$ cat src/rtl/vital_threshold_monitor.sv
// Vital-sign threshold monitor: classifies each accepted sample against inclusive limits
// and raises a latched low/high alarm after PERSIST consecutive out-of-range samples.
module vital_threshold_monitor #(
  parameter int WIDTH   = 8,
  parameter int PERSIST = 4,
  parameter int HYST    = 2
) (
  input  logic             clock,
  input  logic             reset_n,
  input  logic             sample_valid,
  input  logic [WIDTH-1:0] sample,
  input  logic [WIDTH-1:0] low_limit,
  input  logic [WIDTH-1:0] high_limit,
  input  logic             clear,
  output logic             result_valid,
  output logic             below,
  output logic             in_range,
  output logic             above,
  output logic             alarm_low,
  output logic             alarm_high,
  output logic             pending,
  output logic             cfg_error
);

  typedef enum logic [2:0] {
    NORMAL,
    PEND_LOW,
    PEND_HIGH,
    ALARM_LOW,
    ALARM_HIGH
  } state_t;

  localparam logic [WIDTH:0] HYST_W    = (WIDTH + 1)'(HYST);
  localparam logic [3:0]     PERSIST_C = 4'(PERSIST);

  state_t           state, stateNext;
  logic [3:0]       cnt, cntNext;
  logic             accept;
  logic             isBelow, isAbove, isCfgErr;
  logic [WIDTH:0]   relLowSum;
  logic [WIDTH-1:0] relLow, relHigh;
  state_t           lowEntry, highEntry;

  always_comb begin
    accept    = sample_valid & ~clear;
    isBelow   = sample < low_limit;
    isAbove   = sample > high_limit;
    isCfgErr  = low_limit > high_limit;
    relLowSum = {1'b0, low_limit} + HYST_W;
    relLow    = relLowSum[WIDTH] ? '1 : relLowSum[WIDTH-1:0];
    relHigh   = ({1'b0, high_limit} >= HYST_W) ? (high_limit - HYST_W[WIDTH-1:0]) : '0;
    lowEntry  = (PERSIST == 1) ? ALARM_LOW : PEND_LOW;
    highEntry = (PERSIST == 1) ? ALARM_HIGH : PEND_HIGH;
  end

  always_comb begin
    stateNext = state;
    cntNext   = cnt;
    if (clear) begin
      stateNext = NORMAL;
      cntNext   = '0;
    end else if (sample_valid && !isCfgErr) begin
      unique case (state)
        NORMAL: begin
          if (isBelow) begin
            stateNext = lowEntry;
            cntNext   = 4'd1;
          end else if (isAbove) begin
            stateNext = highEntry;
            cntNext   = 4'd1;
          end else begin
            cntNext = '0;
          end
        end
        PEND_LOW: begin
          if (isBelow) begin
            cntNext = cnt + 4'd1;
            if (cnt + 4'd1 == PERSIST_C) stateNext = ALARM_LOW;
          end else if (isAbove) begin
            stateNext = highEntry;
            cntNext   = 4'd1;
          end else begin
            stateNext = NORMAL;
            cntNext   = '0;
          end
        end
        PEND_HIGH: begin
          if (isAbove) begin
            cntNext = cnt + 4'd1;
            if (cnt + 4'd1 == PERSIST_C) stateNext = ALARM_HIGH;
          end else if (isBelow) begin
            stateNext = lowEntry;
            cntNext   = 4'd1;
          end else begin
            stateNext = NORMAL;
            cntNext   = '0;
          end
        end
        // A crossing to the opposite side wins over the hysteresis hold band.
        ALARM_LOW: begin
          if (isAbove) begin
            stateNext = highEntry;
            cntNext   = 4'd1;
          end else if (sample >= relLow) begin
            stateNext = NORMAL;
            cntNext   = '0;
          end
        end
        ALARM_HIGH: begin
          if (isBelow) begin
            stateNext = lowEntry;
            cntNext   = 4'd1;
          end else if (sample <= relHigh) begin
            stateNext = NORMAL;
            cntNext   = '0;
          end
        end
        default: begin
          stateNext = NORMAL;
          cntNext   = '0;
        end
      endcase
    end
  end

  always_ff @(posedge clock or negedge reset_n) begin
    if (!reset_n) begin
      state        <= NORMAL;
      cnt          <= '0;
      result_valid <= 1'b0;
      below        <= 1'b0;
      in_range     <= 1'b0;
      above        <= 1'b0;
      cfg_error    <= 1'b0;
    end else begin
      state        <= stateNext;
      cnt          <= cntNext;
      result_valid <= accept;
      if (clear) begin
        below    <= 1'b0;
        in_range <= 1'b0;
        above    <= 1'b0;
      end else if (accept) begin
        cfg_error <= isCfgErr;
        below     <= !isCfgErr && isBelow;
        above     <= !isCfgErr && isAbove;
        in_range  <= !isCfgErr && !isBelow && !isAbove;
      end
    end
  end

  always_comb begin
    alarm_low  = (state == ALARM_LOW);
    alarm_high = (state == ALARM_HIGH);
    pending    = (state == PEND_LOW) || (state == PEND_HIGH);
  end

endmodule

$ cat config.mk
export PLATFORM = sky130hd
export DESIGN_NAME = vital_threshold_monitor
export DESIGN_NICKNAME = d
export VERILOG_FILES = /design/src/rtl/vital_threshold_monitor.sv
export SDC_FILE = /design/constraint.sdc
export NUM_CORES = 1
export LEC_CHECK = 0
export ABC_AREA = 1
export CAP_MARGIN = 10
export CORE_MARGIN = 2
export CORE_UTILIZATION = 49
export DETAILED_ROUTE_END_ITERATION = 8
export PLACE_DENSITY = 0.77
export RECOVER_POWER = 50
export SYNTH_ARGS = -nofsm -noshare
export SYNTH_HDL_FRONTEND = slang
export SYNTH_SLANG_ARGS = --single-unit
export TNS_END_PERCENT = 50
$ cat constraint.sdc
create_clock -name clock -period 1.55 [get_ports clock]
set_input_delay 0.31 -clock clock [delete_from_list [all_inputs] [get_ports clock]]
set_output_delay 0.31 -clock clock [all_outputs]
set_load 0.01 [all_outputs]
==> metrics.md <==
| Metric | Value |
|---|---|
| Status | finished, violations left |
| Failing checks | setup timing |
| Synth top area cells | ha_1 (25%), nand2_1 (15%), dfrtp_1 (14%) |
| DRT iter0 DRCs | approximately 280 |
| Slew HR | 0.601 |
| Die area | ~4900 um^2 |
| Fin crit share | 1.59 |
| Upper clock frequency limit | around 410 MHz |
| Synth cell types | 29 |
| NumNets Final | between 500 and 600 |
| PD cells | a little over 700 nW/um^2 |
| Most used DFF post-synth | dfrtp_1 |
| Ports | 36 |
| CP endpoint kind | flip-flop |
| Share of post-route cells with drive strength above 1 | 0.448 |
| Clock sinks | 12 |
| Data arrival, critical path | 2590 ps |
| DR pass1 iterations | 6 |
| Pins Over Slew Limit | 0 |
| Vias in the first global route | 2650 |
| Core area | 4290 um^2 |
| Worst-path clk slew | ~60 ps |
| CTS root buffer | clkbuf_8 |
| Worst Setup Start Kind | input pin |
| Placed inst area | 3030 um^2 |
| Die height | 70.1 um |
| Final WL | 9.49 mm |
| Dpl hpwl | 5.08 mm |
| Dominant cell type by area after synthesis | ha_1 |
| First-pass GRT wire length | 12.0 mm |
| Clock Skew | roughly 1.3 ps |
| Cell area after synthesis | approximately 2100 um^2 |
| WL/cell | 19.5 um |
| Antenna diodes | 0 |
| Seq cells post-synth | 12 |
| Syn Area/Cell | roughly 6.5 um^2 |
| H-tree depth | 1 |
| RSZ-0062 raised after global routing | yes |
| Critical path class | in2reg |
| Worst Max-Slew Pin Slew | between 500 and 600 ps |
| Vias | approximately 2900 |
| PortBufs | 35 |
| Maxcap violations | 0 |
| Worst hold slack | about 510 ps |
| GPL Wtd Cong | 0.947 |
| Seq/Total Area, Yosys | 0.140 |
| Worst min path class | in2async |
| Num rows | 24 |
| Syn-to-layout area delta | 67.6% |
| Worst VDD drop | between 0.7 and 0.8 mV |
| Top cells by count, synth | nand2_1 (85), inv_1 (46), ha_1 (43) |
| Die width | about 70 um |
| Number of synthesized flops with an enable pin | 0 |
| CTS tree | built |
| Minimum clock period | about 2500 ps |
| Setup violators final | 12 |
| Post-synth ARST share | 1.00 |
| Mapped Nets | 400 |
| # DRC | 0 |
| Largest net degree at the start of global routing | 13 |
| Fin. Hold Viols | 0 |
| Ys Warns | 0 |
| Worst-Skew Late Latency | around 240 ps |
| Initial Util | 0.498 |
| Worst path required time | approximately 1700 ps |
| Fin worst setup slack | -916 ps |
| Initial antenna violation count | 0 |
| Final antenna-violating net count | 0 |
| Cells after Synth | 329 |
| CTS Buffer Depth | 2 |
| Cts bufs inserted | 3 |
| Top-count cell post-synth | nand2_1 |
| Synth top area share | 0.251 |
| GR Util All Layers | 0.302 |
| Vias per cell | just under 6 |
| Final instance area | around 3600 um^2 |
| Leak Pwr | between 1.5 and 2 nW |
| CP max FO | 7 |
| Total grt overflow | 0 |
stage by stage:
| stage | total power [mW] | setup WS [ps] | setup TNS (ps) | instances | utilization |
|---|---|---|---|---|---|
| CTS | 2.22 | -670 | -5180 | 487 | 0.783 |
| floorplan | 1.18 | -582 | -3810 | 329 | - |
| global route | 2.64 | -991 | -7810 | 487 | 0.835 |
| finish | 2.53 | -916 | -6800 | 487 | 0.835 |
| global placement | 1.75 | -1330 | -12440 | 472 | 0.706 |
| detailed placement | 1.79 | -1400 | -13020 | 472 | 0.706 |
cell usage in the layout, fill, tap and decap left out, drive strengths merged:
cell type	netlist	final
clkinv	0	1
or2	4	4
buf	1	74
xor2	5	5
a21o	4	4
nand4	6	6
dlygate4sd2	0	6
nor4	1	1
o21ai	13	13
clkbuf	0	8
a31oi	1	1
ha	43	43
nor2	41	41
a21oi	17	17
dfrtp	12	12
nand3	29	29
dlymetal6s2s	0	2
clkdlybuf4s15	0	2
dlygate4sd3	0	1
inv	54	53
nand2	90	90
clkdlybuf4s50	0	14
nor3	8	8
registers in the layout (all words and copies together), names as in the netlist:
| signal | count |
|---|---|
| in_range | 1 |
| below | 1 |
| cnt | 4 |
| above | 1 |
| state | 3 |
| cfg_error | 1 |
| result_valid | 1 |
cell families (layout without fill, tap and decap cells):
| family | Yosys count | in the layout | synth area share |
|---|---|---|---|
| and+or+nand+nor | 179 | 179 | 0.398 |
| buffers and inverters | 55 | 161 | 0.0971 |
| adders and majority gates | 43 | 43 | 0.251 |
| AOI/OAI and AO/OA | 35 | 35 | 0.0924 |
| DFF | 12 | 12 | 0.140 |
| xor gates and xnor gates | 5 | 5 | 0.0205 |
path summary, 6_finish.rpt:
kind,startpoint,end,slack [ps],cells past startpoint
hold / removal,reset_n,cnt[0],510,1
max in group asynchronous,reset_n,in_range,660,1
hold reg to reg,cfg_error,cfg_error,530,2
min in group clock,cfg_error,cfg_error,530,2
setup / recovery,low_limit[3],state[0],-920,22
setup reg to reg,cnt[0],state[0],-330,10
where the power goes:
part	switching [mW]	internal [mW]	total, mW
sequential	0.0500	0.368	0.418
combinational	1.03	0.717	1.75
clock	0.134	0.225	0.359
layer usage:
metal / part of all wire / track usage / up-vias
li1: - / - / 1274
met4: 0.057 / 0.0491 / 0
met2: 0.47 / 0.553 / 204
met3: 0.089 / 0.0620 / 60
met5: 0 / 0 / -
met1: 0.38 / 0.369 / 1354
worst max-delay path, cell delays in order:
cell      delay, ps
buf_8            90
inv_6            30
nor3_4          220
nand2_2         110
nor2_4          170
nand3_4         130
clkinv_8        130
nor2_4           40
ha_4            230
nand2_1          70
inv_2            50
nand2_1          90
nand2_1          70
nand2_2          60
nand2_2          60
nor2_2          110
nand3_2         130
nand2_2         120
inv_4            50
buf_6           120
nand3_2          80
nand2_1          80
cell type report:
type                       count  area (um^2)
clock buffer                   4         55.1
fill                         235          708
sequential                    12          300
inverter                      54          243
multi-input combinational    262         2060
timing repair buffer         103          858
tap                           52         65.1
timing repair:
action | in CTS | in global routing
hold buffers | 0 | 0
setup endpoints to repair | 14 | 14
pin swaps | 46 | 29
gates resized for setup | 102 | 63
buffers inserted | 11 | 2
Note: power is estimated with default switching activity, not from simulation.
